===== src/rtl/pc_sequencer.sv =====
// pc_sequencer: MIPS fetch / next-PC controller.
// Owns the PC register, sequences instruction fetch over a req/ack imem
// handshake, hands instructions to decode and selects the next PC.
// Optional build macro: BRANCH_DELAY_SLOT_EN (architectural branch delay slot).
//
// state    | meaning
// ---------+-----------------------------------------------------------
// S_BOOT   | one idle cycle after reset release
// S_FETCH  | imem_req high, waiting for imem_ack, timeout counter running
// S_ISSUE  | instr_valid high, waiting for decode to accept (!stall)
// S_HALTED | halt accepted; no fetch until Reset
module pc_sequencer #(
    parameter logic [31:0] RESET_VECTOR = 32'h0000_0000,
    parameter logic [31:0] EXC_VECTOR   = 32'h8000_0180,
    parameter int unsigned ACK_TIMEOUT  = 16
) (
    input  logic        clk,
    input  logic        Reset,
    output logic [31:0] pc,
    output logic        imem_req,
    output logic [31:0] imem_addr,
    input  logic        imem_ack,
    input  logic [31:0] imem_rdata,
    output logic [31:0] instr,
    output logic        instr_valid,
    input  logic        stall,
    input  logic        branch_taken,
    input  logic [31:0] branch_offset,
    input  logic        jump,
    input  logic [25:0] jump_index,
    input  logic        jr,
    input  logic [31:0] jr_target,
    input  logic        exc,
    input  logic        halt,
    output logic        fetch_err,
    output logic [31:0] epc
);

    localparam int unsigned   CW       = $clog2(ACK_TIMEOUT);
    localparam logic [CW-1:0] CNT_LAST = CW'(ACK_TIMEOUT - 1);

    typedef enum logic [1:0] {
        S_BOOT,
        S_FETCH,
        S_ISSUE,
        S_HALTED
    } state_t;

    state_t        state_q, state_d;
    logic [31:0]   pc_q, pc_d;
    logic [31:0]   epc_q, epc_d;
    logic [31:0]   instr_q, instr_d;
    logic          valid_q, valid_d;
    logic [CW-1:0] cnt_q, cnt_d;
    logic          err_q, err_d;

`ifdef BRANCH_DELAY_SLOT_EN
    logic          pend_q, pend_d;
    logic [31:0]   ptgt_q, ptgt_d;
`endif

    logic [31:0]   pc4;
    logic [31:0]   redir_tgt;
    logic          redir;
    logic          jr_bad;
    logic          take_exc;
    logic [31:0]   next_pc;

    // Redirect target candidates; priority jr > jump > branch.
    assign pc4       = pc_q + 32'd4;
    assign redir     = jr | jump | branch_taken;
    assign jr_bad    = jr & (jr_target[1:0] != 2'b00);
    assign redir_tgt = jr   ? jr_target :
                       jump ? {pc4[31:28], jump_index, 2'b00} :
                              pc4 + (branch_offset << 2);

    // State register.
    always_ff @(posedge clk or negedge Reset) begin
        if (!Reset) state_q <= S_BOOT;
        else        state_q <= state_d;
    end

    // Next-state and datapath next values.
    always_comb begin
        state_d  = state_q;
        pc_d     = pc_q;
        epc_d    = epc_q;
        instr_d  = instr_q;
        valid_d  = valid_q;
        cnt_d    = cnt_q;
        err_d    = 1'b0;
        take_exc = 1'b0;
        next_pc  = pc4;
`ifdef BRANCH_DELAY_SLOT_EN
        pend_d   = pend_q;
        ptgt_d   = ptgt_q;
`endif
        case (state_q)
            S_BOOT: begin
                cnt_d   = '0;
                state_d = S_FETCH;
            end
            S_FETCH: begin
                if (imem_ack) begin
                    instr_d = imem_rdata;
                    valid_d = 1'b1;
                    cnt_d   = '0;
                    state_d = S_ISSUE;
                end else if (cnt_q == CNT_LAST) begin
                    // Timeout: retry the fetch from the exception vector.
                    err_d = 1'b1;
                    epc_d = pc_q;
                    pc_d  = EXC_VECTOR;
                    cnt_d = '0;
                end else begin
                    cnt_d = cnt_q + CW'(1);
                end
            end
            S_ISSUE: begin
                if (!stall) begin
                    valid_d = 1'b0;
`ifdef BRANCH_DELAY_SLOT_EN
                    if (exc) begin
                        // In a delay slot the fault is reported at the branch.
                        take_exc = 1'b1;
                        epc_d    = pend_q ? (pc_q - 32'd4) : pc_q;
                        pend_d   = 1'b0;
                    end else if (pend_q) begin
                        next_pc = ptgt_q;
                        pend_d  = 1'b0;
                    end else if (jr_bad) begin
                        take_exc = 1'b1;
                        epc_d    = pc_q;
                    end else if (redir) begin
                        ptgt_d = redir_tgt;
                        pend_d = 1'b1;
                    end
`else
                    if (exc || jr_bad) begin
                        take_exc = 1'b1;
                        epc_d    = pc_q;
                    end else if (redir) begin
                        next_pc = redir_tgt;
                    end
`endif
                    pc_d    = take_exc ? EXC_VECTOR : next_pc;
                    state_d = (halt && !take_exc) ? S_HALTED : S_FETCH;
                end
            end
            S_HALTED: begin
            end
            default: state_d = S_BOOT;
        endcase
    end

    // Datapath registers.
    always_ff @(posedge clk or negedge Reset) begin
        if (!Reset) begin
            pc_q    <= RESET_VECTOR;
            epc_q   <= 32'd0;
            instr_q <= 32'd0;
            valid_q <= 1'b0;
            cnt_q   <= '0;
            err_q   <= 1'b0;
`ifdef BRANCH_DELAY_SLOT_EN
            pend_q  <= 1'b0;
            ptgt_q  <= 32'd0;
`endif
        end else begin
            pc_q    <= pc_d;
            epc_q   <= epc_d;
            instr_q <= instr_d;
            valid_q <= valid_d;
            cnt_q   <= cnt_d;
            err_q   <= err_d;
`ifdef BRANCH_DELAY_SLOT_EN
            pend_q  <= pend_d;
            ptgt_q  <= ptgt_d;
`endif
        end
    end

    assign pc          = pc_q;
    assign imem_addr   = pc_q;
    assign imem_req    = (state_q == S_FETCH);
    assign instr       = instr_q;
    assign instr_valid = valid_q;
    assign fetch_err   = err_q;
    assign epc         = epc_q;

endmodule


===== config.mk =====
export PLATFORM = sky130hd
export DESIGN_NAME = pc_sequencer
export DESIGN_NICKNAME = d
export VERILOG_FILES = /design/src/rtl/pc_sequencer.sv
export SDC_FILE = /design/constraint.sdc
export NUM_CORES = 1
export LEC_CHECK = 0
export ABC_CLOCK_PERIOD_IN_PS = 5750
export CAP_MARGIN = 40
export CORE_MARGIN = 4
export CORE_UTILIZATION = 45
export CTS_CLUSTER_DIAMETER = 30
export DETAILED_ROUTE_END_ITERATION = 10
export PLACE_DENSITY = 0.87
export SYNTH_ARGS = -nofsm -noshare
export SYNTH_HDL_FRONTEND = slang
export SYNTH_SLANG_ARGS = --single-unit
export TNS_END_PERCENT = 20

===== constraint.sdc =====
create_clock -name clk -period 5.75 [get_ports clk]
set_clock_uncertainty 0.2 [all_clocks]
set_input_delay 0.575 -clock clk [delete_from_list [all_inputs] [get_ports clk]]
set_output_delay 0.575 -clock clk [all_outputs]
set_load 0.05 [all_outputs]

==> impl_metrics.env, run 1 <==
export IMPL_rr_worst_depth=14
export IMPL_cpMaxStageDelayCell="dfrtp_1"
export IMPL_max_cap_viol_count=0
export IMPL_antenna_found_initial=0
export IMPL_via_per_inst=5.948
export IMPL_htree_levels=3
export IMPL_num_vias=7512
export IMPL_cts_repair_resized=0
export IMPL_n_antenna_cell=0
export IMPL_worstSkewPairLatency_ps=340
export IMPL_drv_slew=0
export IMPL_wl_met2_um=12560
export IMPL_worstPathCellList="nand3_1 > nor3_2 > nand2_1 > nor2_1 > xor2_1 > ha_1 > nand4_1 > nor4_2 > nor2_2 > a211oi_2 > o21ai_1 > a211oi_1 > mux2_2 > nor2_1"
export IMPL_relSlewSlack_pct=37.02
export IMPL_worst_setup_path_type="flip-flop to flip-flop"
export IMPL_utilization_pct=63.51
export IMPL_io_pins=262
export IMPL_synth_warnings=0
export IMPL_synth_edf_count=0
export IMPL_synthesis_nets=1003
export IMPL_core_area_um2=16700
export IMPL_worstReg2RegStart="imem_addr[4]"
export IMPL_fin_ws_ps=1468
export IMPL_nets=1211
export IMPL_cp_common_cell="nor2_1"
export IMPL_gp_congestion=0.9580
export IMPL_critPathMaxStageDelay_ps=550
export IMPL_grt_max_degree=59
export IMPL_wl_per_cell_um=20.35
export IMPL_worstPathArrival_ps=4350
export IMPL_grt_pass1_wl_um=40330
export IMPL_wl_met3_um=2028
export IMPL_cts_sinks=104
export IMPL_cts_made_buffers=9
export IMPL_syn_area_um2=7729
export IMPL_fin_cells=1263
export IMPL_m1WireLength_um=10120
export IMPL_outcome="finished clean"
export IMPL_leakage_nw=4.457
export IMPL_synth_xor_area_share_pct=4.986
export IMPL_fin_setup_tns_ps=0
export IMPL_n_fill_cell=1415
export IMPL_drt_iter0_drc=610
export IMPL_first_pass_iters=5
export IMPL_ant_nets=0
export IMPL_startpoint_type="flip-flop"
export IMPL_ys_types=83
export IMPL_place_inst=1247
export IMPL_cts_tree="built"
export IMPL_required_ps=5820
export IMPL_r2r_end="imem_addr[31]"
export IMPL_synthArstFlopShare_pct=100.0
export IMPL_power_density_nw_per_um2=449.5
export IMPL_wl_um=25700
export IMPL_end_kind="flip-flop"
export IMPL_post_route_drc_count=0
export IMPL_root_buffer="clkbuf_16"
export IMPL_die_area_um2=19330
export IMPL_fmax_mhz=233.5
export IMPL_ys_seq_elements=104
export IMPL_ir_drop_uv=337.3
export IMPL_rsz0062_at_grt="false"
export IMPL_netlist_instances=830
export IMPL_start_util_pct=46.28
export IMPL_grt_pass1_vias=7445
export IMPL_path_max_fanout=11
export IMPL_place_ws_ps=1608
export IMPL_die_w_um=139.1
export IMPL_overflow=0
export IMPL_cts_setup_buffers=0
export IMPL_synthFlopType="dfrtp_1"
export IMPL_highest_layer="met4"
export IMPL_hold_slack_ps=100.9
export IMPL_tightest_slew_ps=941.2
export IMPL_synth_compound_area_share_pct=21.79
export IMPL_cts_hold_buf=0
export IMPL_final_hold_viol_count=0
export IMPL_dp_hpwl_um=20040
export IMPL_period_share_pct=74.47
export IMPL_core_rowCount=47
export IMPL_synthMuxAreaShare_pct=10.12
export IMPL_synthSimpleGateAreaFrac_pct=16.16
export IMPL_setup_viol=0
export IMPL_dieHeight_um=139.1
export IMPL_area_growth_synth_to_final_pct=37.23
export IMPL_synth_top_family_by_area="compound AO/OA/AOI/OAI gates"
export IMPL_cts_buffer_depth=2
export IMPL_ff2ff_setup_slack_ps=1470
export IMPL_cts_clk_slew_worst_paths_ps=80
export IMPL_synthAdderAreaFrac_pct=6.897
export IMPL_syn_avg_cell_area_um2=9.312
export IMPL_finalCriticalPeriod_ps=4282
export IMPL_grtUsageTotal_pct=25.87
export IMPL_hp_class="input port to async pin"
export IMPL_drive_gt1_share_pct=12.46
export IMPL_portBuffers=259
export IMPL_synth_yosys_seq_area_share_pct=33.67
critical path: cells and delay by family, from the launching register on:
family / cells / cell delay (ps)
xor+xnor: 1 / 280
compound gates: 3 / 890
fa+ha+maj: 1 / 220
flops: 1 / 550
mux: 1 / 370
simple gates: 8 / 1690
per-layer routing:
layer / global-route usage (%) / vias to the layer above
li1: - / 3449
met1: 32.49 / 3576
met2: 43.72 / 414
met3: 5.000 / 73
met4: 10.66 / 0
met5: 0 / -
layout make-up:
| type | count | area (µm²) | share of cell area, % |
|---|---|---|---|
| clock inverters | 6 | 115.1 | 1.085 |
| well taps | 220 | 275.3 | 2.595 |
| inverters | 19 | 71.32 | 0.6724 |
| repair buffers | 269 | 2665 | 25.13 |
| multi-input cells | 635 | 4638 | 43.73 |
| flip-flops and latches | 104 | 2603 | 24.54 |
| clock buffers | 10 | 239.0 | 2.253 |
state kept, by name, indices dropped and copies added (netlist names):
signal and flops:
epc 32, instr 32, cnt_q 4, imem_addr 32, state_q 2, fetch_err 1
instr_valid 1
synthesized netlist by cell type (all sizes together), types with 3 or more instances:
master | n | area share [%]
nand2b | 5 | 0.40
o21a | 9 | 0.87
nand4 | 12 | 1.1
and3 | 9 | 0.73
mux2 | 65 | 9.5
or3 | 7 | 0.57
o21ai | 58 | 3.8
and2 | 4 | 0.32
buf | 51 | 4.4
a31oi | 9 | 0.73
nor3b | 3 | 0.29
mux2i | 5 | 0.65
nor3 | 15 | 1.2
nor2 | 63 | 3.1
o221ai | 6 | 0.76
or2 | 3 | 0.28
a221oi | 8 | 1.3
nand3 | 28 | 2.0
nor2b | 5 | 0.40
a22oi | 6 | 0.58
dfrtp | 104 | 34
nor4 | 8 | 0.92
a2bb2oi | 3 | 0.34
a21oi | 42 | 3.0
nand2 | 79 | 3.9
ha | 41 | 6.6
a2111oi | 8 | 1.5
o211ai | 13 | 1.3
o22ai | 5 | 0.40
o31ai | 13 | 1.5
inv | 19 | 0.92
a22o | 5 | 0.57
clkbuf | 21 | 1.0
xor2 | 20 | 2.3
a21o | 18 | 1.7
xnor2 | 24 | 2.7
a211oi | 9 | 1.0
layout by cell type (no fill, tap or decap), drive strengths merged, types with 6 or more instances in the layout:
| cell | synthesis | routed |
|---|---|---|
| a2111oi | 8 | 8 |
| a211oi | 9 | 9 |
| a21o | 18 | 18 |
| a21oi | 42 | 42 |
| a221oi | 8 | 8 |
| a22oi | 6 | 6 |
| a31oi | 9 | 9 |
| and3 | 9 | 9 |
| buf | 51 | 11 |
| clkbuf | 21 | 10 |
| clkdlybuf4s50 | 0 | 258 |
| dfrtp | 104 | 104 |
| ha | 41 | 41 |
| inv | 19 | 20 |
| mux2 | 65 | 65 |
| nand2 | 79 | 79 |
| nand3 | 28 | 28 |
| nand4 | 12 | 12 |
| nor2 | 63 | 63 |
| nor3 | 15 | 15 |
| nor4 | 8 | 8 |
| o211ai | 13 | 13 |
| o21a | 9 | 9 |
| o21ai | 58 | 58 |
| o221ai | 6 | 6 |
| o31ai | 13 | 13 |
| or3 | 7 | 7 |
| xnor2 | 24 | 24 |
| xor2 | 20 | 20 |
kinds of logic (layout without fill, tap and decap cells):
kind of cell	count (synthesis)	in the layout
and+or+nand+nor	250	250
AOI/OAI and AO/OA	229	229
DFF	104	104
buffers and inverters	91	304
muxes	70	70
xor gates and xnor gates	44	44
adders and majority gates	42	42
report_power, final:
group | internal, mW | total [mW] | switching (mW)
Sequential | 0.958 | 1.17 | 0.215
Clock | 0.441 | 0.721 | 0.281
Combinational | 1.06 | 2.87 | 1.81
through the flow:
step | power, mW | cell area (µm²)
finish | 4.767 | 10610
global route | 4.999 | 10610
CTS | 4.782 | 10610
detailed placement | 4.054 | 10250
global placement | 3.998 | 10250
floorplan | 3.172 | 7729
how the worst max path moves through the flow:
stage	start	end	slack, ps
after global placement	imem_addr[4]	imem_addr[18]	1670
final	imem_addr[4]	imem_addr[31]	1470
after CTS	imem_addr[4]	imem_addr[31]	1560
after floorplan	imem_addr[4]	imem_addr[18]	1850
after global routing	imem_addr[4]	imem_addr[31]	1110
after detailed placement	imem_addr[4]	imem_addr[31]	1610
Power figures use the tool's default switching activity.
==> run 2, diff against run 1 <==
--- a/config.mk
+++ b/config.mk
@@ -5,7 +5,7 @@
 export SDC_FILE = /design/constraint.sdc
 export NUM_CORES = 1
 export LEC_CHECK = 0
-export ABC_CLOCK_PERIOD_IN_PS = 5750
+export ABC_CLOCK_PERIOD_IN_PS = 4100
 export CAP_MARGIN = 40
 export CORE_MARGIN = 4
 export CORE_UTILIZATION = 45
==> constraint.sdc (replaced) <==
create_clock -name clk -period 4.1 [get_ports clk]
set_clock_uncertainty 0.2 [all_clocks]
set_input_delay 0.41 -clock clk [delete_from_list [all_inputs] [get_ports clk]]
set_output_delay 0.41 -clock clk [all_outputs]
set_load 0.05 [all_outputs]
==> run 2 against run 1 <==
Die area did not move; sequential share of layout area down 0.38 points; hold slack improved by 200 ps; cell area rose by 1.7%; combinational power up 47%; largest power group unchanged; fmax is 9.1% higher; count of clock-buffer cells in the layout down 1; worst setup slack got worse by 1300 ps; sequential power rose by 36%; critical path depth did not move; largest cell class unchanged.
==> impl_metrics.env, run 2 (synthesis gave the netlist of run 1 again) <==
export IMPL_cts_buffer_depth=2
export IMPL_start_util_pct=46.28
export IMPL_first_pass_iters=5
export IMPL_dp_hpwl_um=20820
export IMPL_grt_pass1_wl_um=40940
export IMPL_die_area_um2=19330
export IMPL_drive_gt1_share_pct=15.55
export IMPL_power_frac_comb_pct=63.7
export IMPL_cts_made_buffers=9
export IMPL_power_mw=6.621
export IMPL_period_share_pct=95.75
export IMPL_tightest_slew_ps=943.6
export IMPL_multiInputGateArea_um2=4656
export IMPL_relSlewSlack_pct=36.86
export IMPL_wl_per_cell_um=20.59
export IMPL_via_per_inst=5.896
export IMPL_startpoint_type="flip-flop"
export IMPL_portBuffers=259
export IMPL_core_area_um2=16700
export IMPL_path_max_fanout=8
export IMPL_place_inst=1277
export IMPL_max_cap_viol_count=0
export IMPL_netSwitchingFraction_pct=49.75
export IMPL_outcome="finished clean"
export IMPL_root_buffer="clkbuf_16"
export IMPL_drt_iter0_drc=569
export IMPL_nets=1242
export IMPL_place_ws_ps=233.1
export IMPL_drv_slew=0
export IMPL_htree_levels=3
export IMPL_final_cell_area_um2=10790
export IMPL_area_growth_synth_to_final_pct=39.60
export IMPL_fin_cells=1294
export IMPL_worstSkewPairLatency_ps=340
export IMPL_n_antenna_cell=0
export IMPL_post_route_drc_count=0
export IMPL_core_rowCount=47
export IMPL_worst_setup_path_type="flip-flop to flip-flop"
export IMPL_num_vias=7630
export IMPL_dieHeight_um=139.1
export IMPL_setup_viol=0
export IMPL_grtUsageTotal_pct=26.24
export IMPL_final_cell_mix="clkdlybuf4s50_1, dfrtp_1, nand2_1"
export IMPL_fin_ws_ps=174.3
export IMPL_worstPathArrival_ps=3990
export IMPL_io_pins=262
export IMPL_required_ps=4170
export IMPL_gp_congestion=0.9437
export IMPL_place_area_um2=10480
export IMPL_n_fill_cell=1351
export IMPL_cts_setup_buffers=0
export IMPL_ant_nets=0
export IMPL_seqCellArea_um2=2606
export IMPL_fin_setup_tns_ps=0
export IMPL_p_clk_share_pct=12.3
export IMPL_finalCriticalPeriod_ps=3926
export IMPL_p_seq_share_pct=24.0
export IMPL_antenna_found_initial=0
export IMPL_hp_class="flip-flop to flip-flop"
export IMPL_grt_pass1_vias=7606
export IMPL_final_hold_viol_count=0
export IMPL_p_int_mw=3.327
export IMPL_grt_max_degree=46
export IMPL_die_w_um=139.1
export IMPL_power_density_nw_per_um2=613.7
export IMPL_ir_drop_uv=449.5
export IMPL_utilization_pct=64.60
export IMPL_layout_commonest_cell="clkdlybuf4s50_1"
export IMPL_p_switching_mw=3.294
export IMPL_cts_tree="built"
export IMPL_end_kind="flip-flop"
export IMPL_hold_slack_ps=305.5
export IMPL_wl_um=26640
export IMPL_leakage_nw=4.575
export IMPL_cts_sinks=104
export IMPL_fmax_mhz=254.7
export IMPL_overflow=0
export IMPL_cts_clk_slew_worst_paths_ps=70
[run 2: area by class of cell]
cell class,count,share of cell area (%)
Clock inverter,7,0.5103
Clock buffer,9,2.087
Multi-Input combinational cell,635,43.15
Sequential cell,104,24.16
Tap cell,220,2.551
Timing Repair Buffer,300,26.88
Inverter,19,0.6610
[run 2: final timing paths]
| path | startpoint | endpoint | slack, ps | depth (start not counted) |
|---|---|---|---|---|
| max reg2reg | imem_addr[14] | imem_addr[31] | 170 | 14 |
| min | instr[27] | instr[27] | 310 | 1 |
| min reg2reg | instr[27] | instr[27] | 310 | 1 |
| min in group asynchronous | Reset | instr[27] | 400 | 2 |
| max in group asynchronous | Reset | imem_addr[2] | 2320 | 3 |
| max | imem_addr[14] | imem_addr[31] | 170 | 14 |
[run 2: per-layer routing]
| metal | wire length [µm] | global-route usage [%] | up-vias |
|---|---|---|---|
| li1 | - | - | 3502 |
| met1 | 10060 | 32.41 | 3625 |
| met2 | 12970 | 44.39 | 424 |
| met3 | 2444 | 6.034 | 79 |
| met4 | 1168 | 10.61 | 0 |
| met5 | 0 | 0 | - |
[run 2: power groups by stage]
stage	combinational, mW	clock (mW)	sequential, mW
detailed placement	4.19	0	1.60
global placement	4.13	0	1.57
CTS	4.21	0.829	1.58
finish	4.22	0.816	1.59
floorplan	1.83	0	2.62
global route	4.44	0.876	1.63
[run 2: what timing repair did]
action,CTS,global route
endpoints found under the setup margin,0,11
hold buffers,1,0
endpoints found under the hold margin,43,0
resized for setup,0,7
[run 2: critical path, cell delays in order (launching register included)]
cell	delay (ps)
dfrtp_1	520
nand3_1	280
nor2_1	220
and2_1	210
nand2_1	150
xnor2_1	240
ha_1	360
a21o_1	210
a21o_1	190
a21oi_2	230
o21ai_1	160
a2111oi_2	360
a211oi_2	150
mux2_2	300
nor2_1	90
==> run 3, diff against run 2 <==
--- a/config.mk
+++ b/config.mk
@@ -5,13 +5,15 @@
 export SDC_FILE = /design/constraint.sdc
 export NUM_CORES = 1
 export LEC_CHECK = 0
+export ABC_AREA = 1
 export ABC_CLOCK_PERIOD_IN_PS = 4100
 export CAP_MARGIN = 40
 export CORE_MARGIN = 4
-export CORE_UTILIZATION = 45
+export CORE_UTILIZATION = 47
 export CTS_CLUSTER_DIAMETER = 30
 export DETAILED_ROUTE_END_ITERATION = 10
-export PLACE_DENSITY = 0.87
+export PLACE_DENSITY = 0.9
+export REMOVE_ABC_BUFFERS = 1
 export SYNTH_ARGS = -nofsm -noshare
 export SYNTH_HDL_FRONTEND = slang
 export SYNTH_SLANG_ARGS = --single-unit
==> run 3 against run 2 <==
Sequential share of layout area decreased by 0.22 points; total power decreased by 9.7%; critical path depth increased by 3; critical path type unchanged; highest routed layer unchanged.
==> impl_metrics.env, run 3 <==
export IMPL_outcome="finished clean"
export IMPL_overflow=0
export IMPL_place_area_um2=10540
export IMPL_relSlewSlack_pct=47.42
export IMPL_portBuffers=259
export IMPL_dp_hpwl_um=22170
export IMPL_synthFlopType="dfrtp_1"
export IMPL_worstPathArrival_ps=3780
export IMPL_tightest_slew_ps=787.6
export IMPL_fmax_mhz=270.2
export IMPL_final_cell_mix="nand2_1, clkdlybuf4s50_1, inv_1"
export IMPL_synth_yosys_seq_area_share_pct=32.70
export IMPL_synth_warnings=0
export IMPL_core_area_um2=16580
export IMPL_drt_iter0_drc=605
export IMPL_first_pass_iters=5
export IMPL_required_ps=4180
export IMPL_nets=1528
export IMPL_path_max_fanout=6
export IMPL_syn_area_um2=7958
export IMPL_grt_pass1_wl_um=42820
export IMPL_area_growth_synth_to_final_pct=36.60
export IMPL_grtUsageTotal_pct=27.51
export IMPL_period_share_pct=90.26
export IMPL_power_mw=5.977
export IMPL_core_rowCount=47
export IMPL_n_fill_cell=1405
export IMPL_synth_top_area_share_pct=32.70
export IMPL_grt_max_degree=55
export IMPL_cts_sinks=104
export IMPL_drv_slew=0
export IMPL_die_area_um2=19080
export IMPL_startpoint_type="flip-flop"
export IMPL_post_route_drc_count=0
export IMPL_rsz0062_at_grt="false"
export IMPL_worst_setup_path_type="flip-flop to flip-flop"
export IMPL_final_cell_area_um2=10870
export IMPL_synth_edf_count=0
export IMPL_finalCriticalPeriod_ps=3701
export IMPL_synth_common_cells="nand2_1, inv_1, dfrtp_1"
export IMPL_place_inst=1563
export IMPL_hold_slack_ps=271.3
export IMPL_ys_types=44
export IMPL_cts_made_buffers=9
export IMPL_ys_seq_elements=104
export IMPL_wl_um=27310
export IMPL_yosysTopAreaCell="dfrtp_1"
export IMPL_die_w_um=138.1
export IMPL_cts_buffer_depth=2
export IMPL_setup_viol=0
export IMPL_end_kind="flip-flop"
export IMPL_netlist_instances=1136
export IMPL_wl_per_cell_um=17.29
export IMPL_hp_class="flip-flop to flip-flop"
export IMPL_final_hold_viol_count=0
export IMPL_via_per_inst=5.316
export IMPL_worstSkewPairLatency_ps=340
export IMPL_cts_setup_buffers=0
export IMPL_root_buffer="clkbuf_16"
export IMPL_ant_nets=0
export IMPL_drive_gt1_share_pct=7.506
export IMPL_power_density_nw_per_um2=549.9
export IMPL_synth_top_cells_by_area="dfrtp_1, nand2_1, ha_1, inv_1, a21oi_1"
export IMPL_post_synth_top_count_cell="nand2_1"
export IMPL_dieHeight_um=138.1
export IMPL_fin_cells=1580
export IMPL_synthArstFlopShare_pct=100.0
export IMPL_num_vias=8399
export IMPL_ir_drop_uv=487.8
export IMPL_fin_setup_tns_ps=0
export IMPL_leakage_nw=5.260
export IMPL_cts_clk_slew_worst_paths_ps=70
export IMPL_grt_pass1_vias=8069
export IMPL_max_cap_viol_count=0
export IMPL_start_util_pct=47.99
export IMPL_io_pins=262
export IMPL_gp_congestion=0.9244
export IMPL_syn_avg_cell_area_um2=7.005
export IMPL_cts_tree="built"
export IMPL_htree_levels=3
export IMPL_antenna_found_initial=1
export IMPL_layout_commonest_cell="nand2_1"
## run 3: cell count changes after synthesis, sizes merged, moves of 18 or more
cell	before	now
nand2	79	341
mux2	65	32
nand3	28	46
a21oi	42	81
nor2	63	114
xnor2	24	6
o21ai	58	82
inv	19	130
## run 3: area by class of cell
class | count | area, µm² | area share (%)
Multi-Input combinational cell | 835 | 4481 | 41.22
Clock buffer | 9 | 225.2 | 2.072
Antenna cell | 1 | 2.502 | 0.02302
Inverter | 132 | 495.5 | 4.558
Sequential cell | 104 | 2603 | 23.94
Timing Repair Buffer | 273 | 2698 | 24.82
Clock inverter | 6 | 91.34 | 0.8402
Tap cell | 220 | 275.3 | 2.532
## run 3: critical path, cell delays in order (launching register included)
cell and delay [ps]:
dfrtp_1 440, inv_1 120, nor3_2 190, nand2_1 120
nor3_2 290, nand2_1 120, xor2_1 400, ha_1 300
nand2_1 110, nor2_1 270, and2_1 170, nand2_1 50
nand2_1 140, xor2_1 160, nor2_1 50, o21ai_0 320
nand2_1 90, nand2_1 80
## run 3: logic make-up (layout without fill, tap and decap cells)
family                     Yosys count  after routing  share of synthesized area [%]
buffers and inverters              197            420                          11.02
muxes                               33             33                          4.654
adders and majority gates           42             42                          6.698
and+or+nand+nor                    538            538                          28.62
other                                0              1                              0
AOI/OAI and AO/OA                  187            187                          12.45
xor gates and xnor gates            35             35                          3.852
DFF                                104            104                          32.70
## run 3: power breakdown
| part | switching, mW | internal, mW | total [mW] |
|---|---|---|---|
| clock network | 0.374 | 0.536 | 0.910 |
| registers | 0.243 | 1.34 | 1.58 |
| logic | 2.31 | 1.17 | 3.49 |
| total | 2.93 | 3.05 | 5.98 |
## run 3: per-stage QoR
stage / setup WS, ps / util [%]
floorplan: 234.5 / -
global placement: 543.2 / 63.57
detailed placement: 543.3 / 63.57
CTS: 510.9 / 65.53
global route: 72.55 / 65.55
finish: 399.3 / 65.55
## run 3: per-layer routing
layer  track usage, %  wire [µm]  vias to the layer above
li1                 -          -                     4064
met1            36.22      11610                     3853
met2            47.38      13070                      418
met3            2.521       1647                       64
met4            10.09        987                        0
met5                0          0                        -
## run 3: worst paths after layout
kind                       slack (ps)    startpoint  depth (start not counted)             to
min reg2reg                       270       epc[27]                          2        epc[27]
min                               270       epc[27]                          2        epc[27]
max reg2reg                       400  imem_addr[4]                         17  imem_addr[18]
max in group asynchronous        2360         Reset                          3      instr[26]
min in group asynchronous         470         Reset                          2      instr[19]
max                               400  imem_addr[4]                         17  imem_addr[18]
## run 3: repair_timing
item	in CTS	in global routing
gates resized for setup	0	0
hold buffers	1	0
endpoints found under the hold margin	47	0
endpoints found under the setup margin	0	0
